--- src/rtl/xor_stream_parity_pkg.sv ---
// Shared types and default sizes for the XOR-stage frame collector.
// State encoding and parameter defaults only; no logic.
package xor_stream_parity_pkg;

    typedef enum logic {FILL, HOLD} xsp_state_t;

    localparam int XSP_FRAME_LEN_DEF = 8;
    localparam int XSP_CNT_W_DEF     = 16;

endpackage

--- src/rtl/xor_stream_parity.sv ---
// Packs FRAME_LEN serial bits (first bit -> MSB) into a word with running parity.
// Latency: last bit accepted at edge N -> out_valid in the cycle after edge N; one HOLD cycle minimum.
// Backpressure: in_ready drops for the whole HOLD state; XOR_STREAM_PARITY_ODD_EN selects odd parity.
module xor_stream_parity
    import xor_stream_parity_pkg::*;
#(
    parameter int FRAME_LEN = XSP_FRAME_LEN_DEF,
    parameter int CNT_W     = XSP_CNT_W_DEF
) (
    input  logic                 clk,
    input  logic                 rst,
    input  logic                 in_valid,
    output logic                 in_ready,
    input  logic                 in_bit,
    output logic                 out_valid,
    input  logic                 out_ready,
    output logic [FRAME_LEN-1:0] out_data,
    output logic                 out_parity,
    output logic [CNT_W-1:0]     frame_cnt
);

    localparam int IDX_W = $clog2(FRAME_LEN);
    localparam logic [IDX_W-1:0] IDX_LAST = IDX_W'(FRAME_LEN - 1);

`ifdef XOR_STREAM_PARITY_ODD_EN
    localparam logic PAR_INIT = 1'b1;
`else
    localparam logic PAR_INIT = 1'b0;
`endif

    xsp_state_t           r_state;
    logic                 r_in_ready;
    logic                 r_out_valid;
    logic [FRAME_LEN-1:0] r_data;
    logic                 r_parity;
    logic [IDX_W-1:0]     r_idx;
    logic [CNT_W-1:0]     r_frame_cnt;

    // Seeding the parity flop with PAR_INIT folds the odd-mode inversion into the register.
    always_ff @(posedge clk) begin
        if (rst) begin
            r_state     <= FILL;
            r_in_ready  <= 1'b1;
            r_out_valid <= 1'b0;
            r_data      <= '0;
            r_parity    <= PAR_INIT;
            r_idx       <= '0;
            r_frame_cnt <= '0;
        end else begin
            case (r_state)
                FILL: begin
                    if (in_valid) begin
                        r_data   <= {r_data[FRAME_LEN-2:0], in_bit};
                        r_parity <= r_parity ^ in_bit;
                        if (r_idx == IDX_LAST) begin
                            r_idx       <= '0;
                            r_state     <= HOLD;
                            r_in_ready  <= 1'b0;
                            r_out_valid <= 1'b1;
                        end else begin
                            r_idx <= r_idx + IDX_W'(1);
                        end
                    end
                end
                HOLD: begin
                    if (out_ready) begin
                        r_state     <= FILL;
                        r_in_ready  <= 1'b1;
                        r_out_valid <= 1'b0;
                        r_parity    <= PAR_INIT;
                        r_frame_cnt <= r_frame_cnt + CNT_W'(1);
                    end
                end
                default: begin
                    r_state <= FILL;
                end
            endcase
        end
    end

    // Gated by rst so upstream sees no readiness while reset is held.
    assign in_ready   = r_in_ready & ~rst;
    assign out_valid  = r_out_valid;
    assign out_data   = r_data;
    assign out_parity = r_parity;
    assign frame_cnt  = r_frame_cnt;

endmodule
--- config.mk ---
export PLATFORM = sky130hd
export DESIGN_NAME = xor_stream_parity
export DESIGN_NICKNAME = d
export VERILOG_FILES = /design/src/rtl/xor_stream_parity_pkg.sv /design/src/rtl/xor_stream_parity.sv
export SDC_FILE = /design/constraint.sdc
export NUM_CORES = 1
export LEC_CHECK = 0
export ABC_AREA = 0
export CAP_MARGIN = 15
export CORE_ASPECT_RATIO = 1.75
export CORE_MARGIN = 1
export CORE_UTILIZATION = 45
export DETAILED_ROUTE_END_ITERATION = 10
export PLACE_DENSITY = 0.72
export SYNTH_ARGS = -nofsm -noshare
export SYNTH_HDL_FRONTEND = slang
export SYNTH_SLANG_ARGS = --single-unit
--- constraint.sdc ---
create_clock -name clk -period 2.2 [get_ports clk]
set_input_delay 0.22 -clock clk [delete_from_list [all_inputs] [get_ports clk]]
set_output_delay 0.22 -clock clk [all_outputs]
set_load 0.02 [all_outputs]
==> results.txt, run 1 <==
First DRT Iteration DRCs: 24
Clk_skew: 0.00195 ns
Synth top area share: 0.468
Area leader, netlist: dfxtp_1
Initial Utilization: 0.481
Die width: 43.0 um
Reg2reg start: frame_cnt[0]$_SDFFE_PP0P_
Synth top cells by count: dfxtp_1, nand2_1, a21oi_1, nor2_1, xnor2_1
Vias per inst: 5.31
Post-synth EDFFs: 0
Most instantiated library cell after synthesis: dfxtp_1
Required @ worst endpoint: 2.41 ns
IO Pins: 32
Total GRT Usage: 0.201
Die area: 3170 sq um
Die Ht: 73.8 um
CORE AREA: 2750 sq um
Crit path from: frame_cnt[0]$_SDFFE_PP0P_
WS Path Type: reg2reg
Final hold vios: 0
Cts repair resizes: 0
Worst Setup Slack, final: 0.393 ns
Setup bufs post-CTS: 0
Share of layout cells above drive strength 1: 0.0789
Port Buffers: 31
Dpl hpwl: 2010 um
Area delta synth->final: 31.4%
Root buffer cell: clkbuf_8
Worst-Skew Late Latency: 0.27 ns
Gr ovfl total: 0
Power density cells: 617 nW/um^2
Delay-heaviest family, CP: simple AND/OR/NAND/NOR gates
CTS Hold Bufs: 0
Critical path endpoint category: register
Reg clk slew, reported paths: 0.06 ns
H-tree lvl count: 2
DRC violations left: 0
Drt wl/cell: 12.8 um
R2R depth: 5
Rows: 25
First-pass DRT Iterations: 4
Post-Synthesis Cells: 157
Post-Route WL: 2770 um
Nets: 198
Setup slack at placement: 0.105 ns
Stages on worst setup path: 5
CTS tree: done
Crit path launch type: register
First-pass GRT wire length: 4820 um
Final Cycle Share: 0.821
Final non-filler cell total: 217
Worst Hold Launch: out_data[7]$_SDFFE_PP0P_
Count of final max-slew check failures: 0
CTS buffer count: 5
Antenna violations before repair: 0
Main area contributors after synthesis: dfxtp_1, nand2_1, a21oi_1
CP bufs+invs: 0
Synth cell types: 29
Final hold slack: 0.462 ns
Rel. slew slack: 0.717
Fmax achieved: 554 MHz
Vias in the first global route: 1,150
Max_cap viols: 0
Syn. warnings: 0
Crit path cell chain: ha_1 -> nand2_1 -> or3_4 -> or4_1 -> a21oi_1
CTS max path bufs: 2
Largest net degree at the start of global routing: 33
Final TNS setup: 0 ns
Syn nets: 165
Crit-path max FO: 5
N_diodes: 0
Final Core Density: 0.633
Vias: 1,153
Synth Cell Area: 1330 sq um
Least-Margin Pin Slew: 0.425 ns
Average size of a mapped cell: 8.44 sq um
Maximum VDD drop: 0.402 mV
Outcome: complete, no violations
Fin crit period: 1.81 ns
Worst path max stage delay: 0.47 ns
CP max-delay cell: or4_1
HP Class: reg2reg
Total Power: 1.07 mW
Synth async-reset ratio: 0
RSZ-0062 raised after global routing: false
GPL Wtd Cong: 0.764
Antenna viol nets, final: 0
Critical Path AT: 2.01 ns
Leakage power total: 0.612 nW
Final setup vio count: 0
Hold path depth: 2
Post-DP Area: 1650 sq um
Finished Cell Area: 1740 sq um
Placed cells: 210
Share of the yosys chip area belonging to registers: 0.468
CTS Sinks: 31
FF+latch count, synth: 31
Top FF cell, synth: dfxtp_1
==> metal layers <==
layer / up-vias / GRT usage / routed length [um]
met3: 4 / 0.0516 / 112
li1: 589 / - / -
met5: - / 0 / 0
met4: 0 / 0.114 / 43
met1: 533 / 0.201 / 1040
met2: 27 / 0.364 / 1580
==> cell usage in the layout, fill, tap and decap left out, types with 4 or more instances in the layout <==
master and count:
a21oi_1 17, nand3_1 4, xnor2_1 8, inv_1 6, nor2_1 17, nand4_1 4
clkdlybuf4s50_1 31, dfxtp_1 31, xor2_1 4, nand2_1 28, nor4_1 4, clkbuf_8 6
==> flip-flops by register name, summed over array words and instances (netlist names) <==
name	cells
frame_cnt	16
out_parity	1
out_data	8
r_idx	3
r_state	1
r_in_ready	1
out_valid	1
==> final cells by class <==
| type | instances | area, sq um |
|---|---|---|
| Clock inverter | 1 | 5.00 |
| Tap cell | 27 | 33.8 |
| Multi-Input combinational cell | 113 | 652 |
| Sequential cell | 31 | 621 |
| Timing Repair Buffer | 33 | 325 |
| Inverter | 6 | 22.5 |
| Fill cell | 260 | 1010 |
| Clock buffer | 6 | 82.6 |
==> worst register-to-register path, cell delays in order, from the launching register on <==
cell and delay, ns:
dfxtp_1 0.42, ha_1 0.23, nand2_1 0.11, or3_4 0.37, or4_1 0.47, a21oi_1 0.14
==> power breakdown <==
group          switching [mW]  internal (mW)
Combinational          0.0328         0.0255
Sequential            0.00472          0.568
Clock                   0.198          0.245
Total                   0.236          0.838
==> cells by family after synthesis <==
| logic type | synth area share |
|---|---|
| flip-flops | 0.468 |
| buffers and inverters | 0.0397 |
| XOR/XNOR | 0.0793 |
| adder cells (fa/ha/maj) | 0.0283 |
| AO/OA/AOI/OAI | 0.0888 |
| multiplexers | 0.0161 |
| AND/OR/NAND/NOR | 0.280 |
==> final timing paths <==
check                                    end  slack, ns
setup reg to reg  frame_cnt[14]$_SDFFE_PP0P_       0.39
hold / removal      out_data[7]$_SDFFE_PP0P_       0.46
hold reg to reg     out_data[7]$_SDFFE_PP0P_       0.46
setup / recovery  frame_cnt[14]$_SDFFE_PP0P_       0.39
No activity file was read; power rests on OpenSTA's default activity.
==> inputs of run 2 (changes only) <==
==> constraint.sdc (replaced) <==
create_clock -name clk -period 1.9 [get_ports clk]
set_input_delay 0.19 -clock clk [delete_from_list [all_inputs] [get_ports clk]]
set_output_delay 0.19 -clock clk [all_outputs]
set_load 0.02 [all_outputs]
==> run 2 against run 1 <==
Against the previous run:
- sequential share of layout area is 0.75 points lower
- power is 15% higher
- clock skew rose by 0.0011 ns
- sequential power is 16% higher
- worst setup slack lost 0.25 ns
- clock power is 15% higher
- critical endpoint unchanged
==> results.txt, run 2 (same netlist as run 1, synthesis figures left out) <==
Outcome: complete, no violations (unchanged)
Post-Route WL: 2800 um (was 2770 um)
RSZ-0062 raised after global routing: false (unchanged)
Crit path cell chain: ha_1 -> nand2_1 -> or3_4 -> or4_1 -> a21oi_1 (unchanged)
Die area: 3170 sq um (unchanged)
First DRT Iteration DRCs: 19 (was 24)
Rows: 25 (unchanged)
Worst Hold Launch: out_data[7]$_SDFFE_PP0P_ (unchanged)
Clk_skew: 0.00305 ns (was 0.00195 ns)
Worst-Skew Late Latency: 0.27 ns (about the same)
Final setup vio count: 0 (unchanged)
Sw Ratio: 0.217 (was 0.219)
Final hold slack: 0.463 ns (was 0.462 ns)
Root buffer cell: clkbuf_8 (unchanged)
Final Cycle Share: 0.923 (was 0.821)
Layout fillers: 243 (was 260)
Final hold vios: 0 (unchanged)
Power Internal: 971 uW (was 838 uW)
Critical Path AT: 1.96 ns (was 2.01 ns)
GPL Wtd Cong: 0.741 (was 0.764)
CP max-delay cell: or4_1 (unchanged)
Worst Setup Slack, final: 0.146 ns (was 0.393 ns)
Initial Utilization: 0.481 (unchanged)
Reg2reg start: frame_cnt[1]$_SDFFE_PP0P_ (was frame_cnt[0]$_SDFFE_PP0P_)
H-tree lvl count: 2 (unchanged)
CTS Sinks: 31 (unchanged)
Clock power share: 0.410 (was 0.413)
Fin crit period: 1.75 ns (was 1.81 ns)
Crit-path max FO: 5 (unchanged)
N_diodes: 0 (unchanged)
Seq. cell area: 621 sq um (unchanged)
First-pass GRT wire length: 4780 um (was 4820 um)
Critical path endpoint category: register (unchanged)
Gr ovfl total: 0 (unchanged)
Leading cell types in the layout, fill and taps excluded: dfxtp_1, clkdlybuf4s50_1, nand2_1, a21oi_1, nor2_1 (unchanged)
Max_cap viols: 0 (unchanged)
Total Power: 1.24 mW (was 1.07 mW)
CTS max path bufs: 2 (unchanged)
Leakage power total: 0.636 nW (was 0.612 nW)
R2R depth: 5 (unchanged)
Worst path max stage delay: 0.47 ns (about the same)
Required @ worst endpoint: 2.11 ns (was 2.41 ns)
Antenna violations before repair: 0 (unchanged)
Dpl hpwl: 2130 um (was 2010 um)
Net Sw Power: 269 uW (was 236 uW)
Power density cells: 697 nW/um^2 (was 617 nW/um^2)
Setup slack at placement: -0.0927 ns (was 0.105 ns)
Vias per inst: 5.36 (was 5.31)
Rel. slew slack: 0.719 (was 0.717)
Fmax achieved: 570 MHz (was 554 MHz)
Port Buffers: 31 (unchanged)
DRC violations left: 0 (unchanged)
Antenna viol nets, final: 0 (unchanged)
R2R Setup Slk: 0.15 ns (was 0.39 ns)
CTS buffer count: 5 (unchanged)
Nets: 203 (was 198)
Crit path launch type: register (unchanged)
Count of final max-slew check failures: 0 (unchanged)
Least-Margin Pin Slew: 0.422 ns (was 0.425 ns)
Register share of total power: 0.535 (was 0.533)
Final TNS setup: 0 ns (unchanged)
Total GRT Usage: 0.197 (was 0.201)
CORE AREA: 2750 sq um (unchanged)
Vias in the first global route: 1,221 (was 1,150)
Logic pwr share: 0.055 (was 0.054)
IO Pins: 32 (unchanged)
Area delta synth->final: 34.3% (was 31.4%)
Largest net degree at the start of global routing: 33 (unchanged)
Die width: 43.0 um (unchanged)
Die Ht: 73.8 um (unchanged)
Cts repair resizes: 0 (unchanged)
Area of the multi-input gates: 652 sq um (unchanged)
CTS Hold Bufs: 0 (unchanged)
Share of layout cells above drive strength 1: 0.103 (was 0.0789)
First-pass DRT Iterations: 4 (unchanged)
Drt wl/cell: 12.6 um (was 12.8 um)
WS Path Type: reg2reg (unchanged)
CTS tree: done (unchanged)
Largest register FFs: 16 (unchanged)
Reg clk slew, reported paths: 0.06 ns (about the same)
Setup bufs post-CTS: 0 (unchanged)
RR Endpoint: frame_cnt[14]$_SDFFE_PP0P_ (unchanged)
Hold path depth: 2 (unchanged)
HP Class: reg2reg (unchanged)
Maximum VDD drop: 0.515 mV (was 0.402 mV)
Vias: 1,191 (was 1,153)
Endpoint of the worst hold path: out_data[7]$_SDFFE_PP0P_ (unchanged)
==> run 2: cell count changes in the layout (fill, tap and decap cells not counted), sizes merged <==
cell,delta
buf,+5
==> run 2: worst max-delay path by stage <==
| stage | startpoint | end | slack (ns) |
|---|---|---|---|
| CTS | frame_cnt[1]$_SDFFE_PP0P_ | frame_cnt[14]$_SDFFE_PP0P_ | 0.12 |
| finish | frame_cnt[1]$_SDFFE_PP0P_ | frame_cnt[14]$_SDFFE_PP0P_ | 0.15 |
| floorplan | frame_cnt[0]$_SDFFE_PP0P_ | frame_cnt[14]$_SDFFE_PP0P_ | 0.09 |
| global placement | out_ready | frame_cnt[14]$_SDFFE_PP0P_ | -0.06 |
| global route | frame_cnt[1]$_SDFFE_PP0P_ | frame_cnt[14]$_SDFFE_PP0P_ | 0.06 |
| detailed placement | out_ready | frame_cnt[14]$_SDFFE_PP0P_ | -0.09 |
==> run 2: per-layer routing <==
| metal | vias to the layer above | share of wire | GRT usage |
|---|---|---|---|
| met3 | 6 | 0.040 | 0.0541 |
| li1 | 597 | - | - |
| met1 | 563 | 0.37 | 0.179 |
| met2 | 25 | 0.57 | 0.380 |
| met4 | 0 | 0.025 | 0.101 |
| met5 | - | 0 | 0 |
==> run 2: layout make-up <==
type,instances,area share
multi-input combinational,113,0.366
tap,27,0.0190
sequential,31,0.349
timing repair buffer,38,0.204
clock buffer,6,0.0464
inverter,6,0.0127
clock inverter,1,0.00281
==> run 2: power by group through the flow <==
stage	clock network (mW)	registers (mW)	logic, mW
6_report	0.509	0.663	0.0681
5_1_grt	0.551	0.664	0.0751
4_1_cts	0.521	0.663	0.0691
3_5_place_dp	0	0.677	0.0680
3_3_place_gp	0	0.677	0.0657
2_1_floorplan	0	0.682	0.0319
==> run 2: through the flow <==
step / instance area (sq um) / util / cells
5_1_grt: 1780 / 0.646 / 222
2_1_floorplan: 1330 / - / 157
3_3_place_gp: 1690 / 0.615 / 215
4_1_cts: 1780 / 0.646 / 222
3_5_place_dp: 1690 / 0.615 / 215
6_report: 1780 / 0.646 / 222
==> run 2: critical path: cells and delay by family, from the launching register on <==
kind            cells  cell delay (ns)
simple gates        3             0.92
compound gates      1             0.15
fa+ha+maj           1             0.22
flops               1             0.40
==> inputs of run 3 (changes only) <==
--- a/config.mk
+++ b/config.mk
@@ -11,7 +11,7 @@
 export CORE_MARGIN = 1
 export CORE_UTILIZATION = 45
 export DETAILED_ROUTE_END_ITERATION = 10
-export PLACE_DENSITY = 0.72
+export PLACE_DENSITY = 0.86
 export SYNTH_ARGS = -nofsm -noshare
 export SYNTH_HDL_FRONTEND = slang
 export SYNTH_SLANG_ARGS = --single-unit
==> constraint.sdc (replaced) <==
create_clock -name clk -period 1.9 [get_ports clk]
set_input_delay 0.19 -clock clk [delete_from_list [all_inputs] [get_ports clk]]
set_output_delay 0.19 -clock clk [all_outputs]
set_load 0.1 [all_outputs]
==> run 3 against run 2 <==
Against the previous run:
- routed wire length up 6.6%
- via count rose by 1.3%
- largest power group unchanged
- largest cell class unchanged
- hold slack improved by 0.0072 ns
- maximum frequency up 2.9%
- critical path type unchanged
==> results.txt, run 3 (same netlist as run 1, synthesis figures left out) <==
Final setup vio count: 0 (unchanged)
Least-Margin Pin Slew: 0.426 ns (was 0.422 ns)
First-pass GRT wire length: 5220 um (was 4780 um)
DRC violations left: 0 (unchanged)
Final Cycle Share: 0.898 (was 0.923)
Layout fillers: 250 (was 243)
Worst-Skew Late Latency: 0.28 ns (was 0.27 ns)
Leading cell types in the layout, fill and taps excluded: buf_4, nand2_1, dfxtp_1, a21oi_1, nor2_1 (was dfxtp_1, clkdlybuf4s50_1, nand2_1, a21oi_1, nor2_1)
Die Ht: 73.8 um (unchanged)
CTS buffer count: 5 (unchanged)
Reg clk slew, reported paths: 0.07 ns (was 0.06 ns)
Fin crit period: 1.71 ns (was 1.75 ns)
Antenna viol nets, final: 0 (unchanged)
Count of final max-slew check failures: 0 (unchanged)
Max_cap viols: 0 (unchanged)
Cts repair resizes: 0 (unchanged)
Finished Cell Area: 1760 sq um (was 1780 sq um)
Area of the multi-input gates: 652 sq um (unchanged)
Rel. slew slack: 0.716 (was 0.719)
First-pass DRT Iterations: 4 (unchanged)
Outcome: complete, no violations (unchanged)
HP Class: reg2reg (unchanged)
Clk_skew: 0.00630 ns (was 0.00305 ns)
Share of layout cells above drive strength 1: 0.306 (was 0.103)
Crit path from: frame_cnt[0]$_SDFFE_PP0P_ (was frame_cnt[1]$_SDFFE_PP0P_)
Final TNS setup: 0 ns (unchanged)
Power Internal: 1.02 mW (was 971 uW)
Commonest non-fill, non-tap cell in the layout: buf_4
Crit path launch type: register (unchanged)
Area delta synth->final: 32.7% (was 34.3%)
Total GRT Usage: 0.214 (was 0.197)
Dpl hpwl: 2220 um (was 2130 um)
Vias: 1,206 (was 1,191)
Die width: 43.0 um (unchanged)
Power density cells: 757 nW/um^2 (was 697 nW/um^2)
Logic pwr share: 0.080 (was 0.055)
Antenna violations before repair: 0 (unchanged)
Register share of total power: 0.496 (was 0.535)
Leakage power total: 0.705 nW (was 0.636 nW)
Final hold vios: 0 (unchanged)
Nets: 203 (unchanged)
Largest net degree at the start of global routing: 20 (was 33)
Rows: 25 (unchanged)
Sw Ratio: 0.236 (was 0.217)
CORE AREA: 2750 sq um (unchanged)
End of the critical path: frame_cnt[14]$_SDFFE_PP0P_ (unchanged)
CTS Hold Bufs: 0 (unchanged)
Gr ovfl total: 0 (unchanged)
CTS Sinks: 31 (unchanged)
CTS max path bufs: 2 (unchanged)
IO Pins: 32 (unchanged)
Crit-path max FO: 5 (unchanged)
GPL Wtd Cong: 0.868 (was 0.741)
Drt wl/cell: 13.4 um (was 12.6 um)
Critical Path AT: 1.92 ns (was 1.96 ns)
Seq. cell area: 642 sq um (was 621 sq um)
RSZ-0062 raised after global routing: false (unchanged)
First DRT Iteration DRCs: 18 (was 19)
Setup bufs post-CTS: 0 (unchanged)
Critical path endpoint category: register (unchanged)
Vias per inst: 5.41 (was 5.36)
N_diodes: 0 (unchanged)
H-tree lvl count: 2 (unchanged)
Largest register FFs: 16 (unchanged)
Net Sw Power: 314 uW (was 269 uW)
RR Endpoint: frame_cnt[14]$_SDFFE_PP0P_ (unchanged)
Post-Route WL: 2990 um (was 2800 um)
Required @ worst endpoint: 2.12 ns (was 2.11 ns)
Post-DP Area: 1660 sq um (was 1690 sq um)
Die area: 3170 sq um (unchanged)
Maximum VDD drop: 0.518 mV (was 0.515 mV)
Initial Utilization: 0.481 (unchanged)
Port Buffers: 31 (unchanged)
Reg2reg start: frame_cnt[0]$_SDFFE_PP0P_ (was frame_cnt[1]$_SDFFE_PP0P_)
Vias in the first global route: 1,222 (was 1,221)
R2R depth: 5 (unchanged)
Clock power share: 0.424 (was 0.410)
CTS tree: done (unchanged)
Root buffer cell: clkbuf_8 (unchanged)
Fmax achieved: 586 MHz (was 570 MHz)
WS Path Type: reg2reg (unchanged)
Final hold slack: 0.471 ns (was 0.463 ns)
R2R Setup Slk: 0.19 ns (was 0.15 ns)
[run 3: cell count changes in the layout (fill, tap and decap cells not counted), sizes merged]
cell           before  now
clkdlybuf4s50      31    4
clkbuf              6    8
clkinv              1    0
buf                 7   34
[run 3: critical path, cell delays in order (launching register included)]
cell and delay [ns]:
dfxtp_4 0.37, ha_1 0.20, nand2_1 0.11, or3_4 0.35, or4_1 0.47, a21oi_1 0.15
[run 3: stage by stage]
stage / worst slack [ns] / instances / util / power [mW]
after detailed placement: -0.0449 / 215 / 0.602 / 0.780
after global routing: 0.141 / 223 / 0.639 / 1.38
final: 0.195 / 223 / 0.639 / 1.33
after floorplan: -0.0705 / 157 / - / 0.743
after global placement: -0.0218 / 215 / 0.602 / 0.777
after CTS: 0.198 / 223 / 0.639 / 1.34
[run 3: worst min-delay path by stage]
stage	start	endpoint	cells after the start
after floorplan	in_bit	out_data[0]$_SDFFE_PP0P_	2
after CTS	out_data[6]$_SDFFE_PP0P_	out_data[7]$_SDFFE_PP0P_	2
after global routing	out_data[6]$_SDFFE_PP0P_	out_data[6]$_SDFFE_PP0P_	2
after detailed placement	out_data[3]$_SDFFE_PP0P_	out_data[4]$_SDFFE_PP0P_	2
final	out_data[6]$_SDFFE_PP0P_	out_data[7]$_SDFFE_PP0P_	2
after global placement	r_idx[2]$_SDFFE_PP0P_	r_idx[2]$_SDFFE_PP0P_	2
[run 3: power groups by stage]
stage                     Combinational (mW)  Sequential (mW)  Clock (mW)
after detailed placement               0.105            0.675           0
after CTS                              0.107            0.661       0.571
final                                  0.106            0.661       0.564
after global routing                   0.112            0.661       0.611
after global placement                 0.102            0.674           0
after floorplan                       0.0389            0.704           0
[run 3: cell type report]
cell class                 count  share of cell area
clock buffer                   8              0.0569
inverter                       6              0.0128
multi-input combinational    113               0.371
sequential                    31               0.365
tap                           27              0.0192
timing repair buffer          38               0.175
[run 3: per-layer routing]
| metal | track usage | share of wire | vias to the layer above |
|---|---|---|---|
| met1 | 0.215 | 0.38 | 563 |
| met4 | 0.0943 | 0.023 | 0 |
| li1 | - | - | 600 |
| met2 | 0.404 | 0.56 | 35 |
| met3 | 0.0541 | 0.044 | 8 |
| met5 | 0 | 0 | - |
